==> src/rtl/imem_loader.sv <==
// imem_loader
// ----------------------------------------------------------------------------
// Boot-time writer for the 4096 x 19-bit instruction memory. A byte stream
// arrives over a valid/ready handshake; every three bytes are assembled
// big-endian into one 19-bit instruction and written to consecutive addresses
// starting at 0. Loading stops at the all-ones halt word (19'h7FFFF), on a
// malformed first byte, or when the memory fills without a halt word. The CPU
// is held in stall (cpu_hold=1) until loading has finished.
//
// Optional feature macro: IMEM_LOADER_CHECKSUM_EN
//   When defined, one extra byte follows the halt word and must equal the XOR
//   of every byte received before it; otherwise the load ends with error=1.
//   When undefined, the checksum state and register do not exist.
//
// Ports:
//   clk         in   system clock, rising edge
//   rst         in   synchronous active-high reset
//   start       in   one-cycle pulse, begins a load from IDLE or DONE
//   in_data     in   [7:0]  stream byte
//   in_valid    in   in_data is valid
//   in_ready    out  loader accepts a byte this cycle
//   mem_we      out  instruction-memory write strobe, one cycle per word
//   mem_addr    out  [11:0] write address
//   mem_wdata   out  [18:0] instruction to write
//   cpu_hold    out  stalls PC/fetch while high
//   done        out  load finished, held until next start or rst
//   error       out  load aborted or checksum failed, valid while done=1
//   word_count  out  [12:0] words written in the current load, 0..4096
// ----------------------------------------------------------------------------
module imem_loader (
    input  logic        clk,
    input  logic        rst,
    input  logic        start,
    input  logic [7:0]  in_data,
    input  logic        in_valid,
    output logic        in_ready,
    output logic        mem_we,
    output logic [11:0] mem_addr,
    output logic [18:0] mem_wdata,
    output logic        cpu_hold,
    output logic        done,
    output logic        error,
    output logic [12:0] word_count
);

`ifdef IMEM_LOADER_CHECKSUM_EN
    typedef enum logic [2:0] {IDLE, B0, B1, B2, WRITE, CHK, DONE} state_t;
`else
    typedef enum logic [2:0] {IDLE, B0, B1, B2, WRITE, DONE} state_t;
`endif

    localparam logic [18:0] HALT_WORD = 19'h7FFFF;
    localparam logic [11:0] LAST_ADDR = 12'hFFF;

    state_t state;
    logic   accept;

`ifdef IMEM_LOADER_CHECKSUM_EN
    logic [7:0] checksum;
`endif

    // in_ready is a register, so a byte handshake completes on any edge
    // where both sides agree; there is no input-to-output combinational path.
    assign accept = in_valid && in_ready;

    // Single state machine; every output is a register updated alongside the
    // state so that its value matches the state it is entering. mem_wdata is
    // used directly as the assembly register for the word being received.
    always_ff @(posedge clk) begin
        if (rst) begin
            state      <= IDLE;
            in_ready   <= 1'b0;
            mem_we     <= 1'b0;
            mem_addr   <= 12'd0;
            mem_wdata  <= 19'd0;
            cpu_hold   <= 1'b1;
            done       <= 1'b0;
            error      <= 1'b0;
            word_count <= 13'd0;
`ifdef IMEM_LOADER_CHECKSUM_EN
            checksum   <= 8'd0;
`endif
        end else begin
            mem_we <= 1'b0;
            case (state)
                IDLE, DONE: begin
                    if (start) begin
                        state      <= B0;
                        in_ready   <= 1'b1;
                        cpu_hold   <= 1'b1;
                        mem_addr   <= 12'd0;
                        word_count <= 13'd0;
                        done       <= 1'b0;
                        error      <= 1'b0;
`ifdef IMEM_LOADER_CHECKSUM_EN
                        checksum   <= 8'd0;
`endif
                    end
                end

                B0: begin
                    if (accept) begin
`ifdef IMEM_LOADER_CHECKSUM_EN
                        checksum <= checksum ^ in_data;
`endif
                        // Only 19 bits exist, so the upper five bits of the
                        // leading byte must be zero; anything else aborts.
                        if (in_data[7:3] != 5'd0) begin
                            state    <= DONE;
                            in_ready <= 1'b0;
                            cpu_hold <= 1'b0;
                            done     <= 1'b1;
                            error    <= 1'b1;
                        end else begin
                            mem_wdata[18:16] <= in_data[2:0];
                            state            <= B1;
                        end
                    end
                end

                B1: begin
                    if (accept) begin
`ifdef IMEM_LOADER_CHECKSUM_EN
                        checksum <= checksum ^ in_data;
`endif
                        mem_wdata[15:8] <= in_data;
                        state           <= B2;
                    end
                end

                B2: begin
                    if (accept) begin
`ifdef IMEM_LOADER_CHECKSUM_EN
                        checksum <= checksum ^ in_data;
`endif
                        mem_wdata[7:0] <= in_data;
                        state          <= WRITE;
                        in_ready       <= 1'b0;
                        mem_we         <= 1'b1;
                    end
                end

                WRITE: begin
                    word_count <= word_count + 13'd1;
                    if (mem_wdata == HALT_WORD) begin
`ifdef IMEM_LOADER_CHECKSUM_EN
                        state    <= CHK;
                        in_ready <= 1'b1;
`else
                        state    <= DONE;
                        cpu_hold <= 1'b0;
                        done     <= 1'b1;
                        error    <= 1'b0;
`endif
                    end else if (mem_addr == LAST_ADDR) begin
                        // Memory is full and no halt word arrived.
                        state    <= DONE;
                        cpu_hold <= 1'b0;
                        done     <= 1'b1;
                        error    <= 1'b1;
                    end else begin
                        mem_addr <= mem_addr + 12'd1;
                        state    <= B0;
                        in_ready <= 1'b1;
                    end
                end

`ifdef IMEM_LOADER_CHECKSUM_EN
                // The checksum byte itself is not folded into the running XOR.
                CHK: begin
                    if (accept) begin
                        state    <= DONE;
                        in_ready <= 1'b0;
                        cpu_hold <= 1'b0;
                        done     <= 1'b1;
                        error    <= (in_data != checksum);
                    end
                end
`endif

                default: begin
                    state    <= IDLE;
                    in_ready <= 1'b0;
                    cpu_hold <= 1'b1;
                end
            endcase
        end
    end

endmodule

==> config.mk <==
export PLATFORM = sky130hd
export DESIGN_NAME = imem_loader
export DESIGN_NICKNAME = d
export VERILOG_FILES = /design/src/rtl/imem_loader.sv
export SDC_FILE = /design/constraint.sdc
export NUM_CORES = 1
export LEC_CHECK = 0
export ABC_CLOCK_PERIOD_IN_PS = 3590
export BUFFER_PORTS_ARGS = -buffer_cell sky130_fd_sc_hd__buf_2
export CAP_MARGIN = 20
export CORE_MARGIN = 4
export CORE_UTILIZATION = 30
export DETAILED_ROUTE_END_ITERATION = 8
export GPL_TIMING_DRIVEN = 0
export PLACE_DENSITY = 0.52
export SLEW_MARGIN = 10
export SYNTH_ARGS = -nofsm -noshare
export SYNTH_HDL_FRONTEND = slang
export SYNTH_SLANG_ARGS = --single-unit
==> constraint.sdc <==
create_clock -name clk -period 3.59 [get_ports clk]
set_input_delay 0.1795 -clock clk [delete_from_list [all_inputs] [get_ports clk]]
set_output_delay 0.1795 -clock clk [all_outputs]
set_load 0.05 [all_outputs]
==> reports/metrics.yaml <==
status: "finished, final reports clean"
wl_per_cell_um: 15.5
grt_antenna_before_repair: 0
n_fill_cell: 904
final_common_cell: "buf_2"
drt-total-wl_mm: 7.55
synth_flop_cell: "dfxtp_1"
drt_first_pass_iters: 4
crit_chain: "ha_1 -> nand3_1 -> nor4_4 -> a21oi_1 -> mux2_2 -> a41oi_1"
htree_num_levels: 2
internal-power_mw: 0.780
slowest_delay_ns: 0.46
worstMarginPinSlew_ns: 0.943
post_cts_resized: 0
vias: 2555
postCtsSetupBuffers: 0
yosysTopAreaCellShare_pct: 40.6
clkTransAtPathRegs_ns: 0.11
hp-class: "input port to flip-flop"
diodes: 0
rsz0062_at_grt: "false"
start_kind: "flip-flop"
drive_gt1_share_pct: 22.2
syn_inst: 317
grt_pass1_wl_mm: 11.9
r2r_cells: 6
rows: 33
crit_slowest_cell: "dfxtp_1"
clock.fmax_ghz: 0.485
crit_buf_inv: 0
final_cell_mix: "buf_2, dfxtp_1, nor2_1"
start_util_pct: 31.1
fin_tns_setup_ns: 0
drv_slew: 0
drv_cap: 0
crit_required_ns: 3.82
power_frac_seq_pct: 53.0
avgSynthCellArea_sq_um: 8.09
die_w_um: 100
hold_depth: 3
vias_per_cell: 5.24
max_slew_margin_pct: 36.8
crit_start: "mem_addr[0]"
cp_max_fo: 7
switching_share_pct: 30.9
tritoncts: "done"
core-area_sq_mm: 0.00826
worstHoldStart: "in_data[2]"
clkLatencyLatePin_ns: 0.31
setup_violations: 0
leakage_nw: 1.19
critPathCaptureType: "flip-flop"
pwr-share-comb_pct: 15.1
period_share_pct: 57.4
critical_path_class: "flip-flop to flip-flop"
grt_overflow: 0
ys_seq_area_share_pct: 40.6
syn2layout_area_growth_pct: 20.1
arrival_ns: 2.29
hold_ws_ns: 0.118
grt_usage_pct: 14.5
layout.nets: 396
hpwlAfterDp_mm: 5.46
io_buffers: 58
drtIter0Drc: 94
hold_buffers: 0
p_per_area_mw_per_mm2: 366
die_area_sq_mm: 0.0101
pwr-share-clk_pct: 32.0
cts_buffers: 5
yosysUniqueCellTypes: 48
gp_congestion: 0.867
async_flop_share_pct: 0
worst-path-stages: 6
irDropWorstVdd_mv: 0.183
io_pins: 61
finalHoldViolations: 0
cts_buffer_depth: 2
crit_family: "simple AND/OR/NAND/NOR gates"
drc: 0
cts_root_buf: "clkbuf_8"
cts_sinks: 52
switchingPower_mw: 0.348
grt_max_degree: 19
grt_pass1_vias: 2336
synth_seq_cells: 52
netlist_top_cells_area: "dfxtp_1, a21oi_1, mux2i_1, nor2_1, nand2_1"
syn-cell-area_sq_mm: 0.00256
die_h_um: 100
clock-skew-final_ns: 0.0173
ys_warn_count: 0
ant_nets: 0
period_minus_slack_ns: 2.06
synth_top_area_cell: "dfxtp_1"
synth_edf_count: 0
synth.net_count: 331
r2r-start: "mem_addr[0]"
cell usage after synthesis (2+ instances only):
cell type / instances
nor2b_1: 3
a31oi_1: 3
nand2b_1: 5
nor4_2: 2
nor3_1: 10
o31ai_1: 3
a21oi_1: 32
or3_1: 3
mux2i_1: 15
a21o_1: 2
ha_1: 2
dfxtp_1: 52
or4_1: 5
inv_1: 6
a211oi_1: 3
nand4_1: 8
o211ai_1: 3
o22a_1: 2
nand2_1: 37
mux2_2: 4
nor2_1: 38
nand3b_1: 3
o21ai_0: 19
buf_4: 3
buf_2: 3
clkbuf_1: 11
a22oi_1: 2
nor4_1: 2
nand3_1: 17
flip-flops by register name (all words and copies together) (netlist names):
| name | cells |
|---|---|
| word_count | 13 |
| mem_addr | 12 |
| mem_wdata | 19 |
| done | 1 |
| cpu_hold | 1 |
| mem_we | 1 |
| error | 1 |
| state | 3 |
| in_ready | 1 |
stage by stage:
| stage | area (sq um) | total power [mW] | std cells | setup WS (ns) | util (%) |
|---|---|---|---|---|---|
| 2_1_floorplan | 2560 | 0.729 | 317 | 1.44 | - |
| 3_3_place_gp | 2990 | 0.779 | 480 | 1.54 | 36.2 |
| 3_5_place_dp | 2990 | 0.781 | 480 | 1.54 | 36.2 |
| 4_1_cts | 3080 | 1.14 | 488 | 1.51 | 37.3 |
| 5_1_grt | 3080 | 1.18 | 488 | 1.35 | 37.3 |
| 6_report | 3080 | 1.13 | 488 | 1.53 | 37.3 |
cells by family (layout without fill, tap and decap cells):
group | after synthesis | after routing | synth area share, %
and+or+nand+nor | 142 | 142 | 28.0
xor gates and xnor gates | 1 | 1 | 0.342
adders and majority gates | 3 | 3 | 1.51
DFF | 52 | 52 | 40.6
AOI/OAI and AO/OA | 76 | 76 | 17.8
buffers and inverters | 24 | 90 | 4.10
muxes | 19 | 19 | 7.61
layout make-up:
class | count | area (sq um) | share of cell area, %
multi-input cells | 241 | 1420 | 46.0
repair buffers | 58 | 290 | 9.42
clock inverters | 3 | 26.3 | 0.853
flip-flops and latches | 52 | 1040 | 33.8
inverters | 7 | 26.3 | 0.853
clock buffers | 5 | 68.8 | 2.23
plain buffers | 17 | 78.8 | 2.56
well taps | 105 | 131 | 4.26
power groups by stage:
stage                     registers (mW)  clock network (mW)  logic [mW]
after floorplan                    0.632                   0      0.0967
after global placement             0.611                   0       0.168
after detailed placement           0.611                   0       0.170
after CTS                          0.598               0.371       0.171
after global routing               0.599               0.394       0.186
final                              0.598               0.360       0.170
worst paths after layout:
path | slack [ns] | endpoint
max | 1.53 | in_ready
min | 0.12 | mem_wdata[2]
max reg2reg | 1.53 | in_ready
min reg2reg | 0.45 | done
worst register-to-register path, cell delays in order (launching register included):
cell and delay, ns:
dfxtp_1 0.46, ha_1 0.26, nand3_1 0.18, nor4_4 0.35
a21oi_1 0.20, mux2_2 0.34, a41oi_1 0.20
layer usage:
metal | part of all wire (%) | global-route usage, %
met1 | 48 | 19.7
met2 | 46 | 23.8
met3 | 5.5 | 3.53
met4 | 0.48 | 2.59
met5 | 0 | 0
No activity file was read; power rests on OpenSTA's default activity.
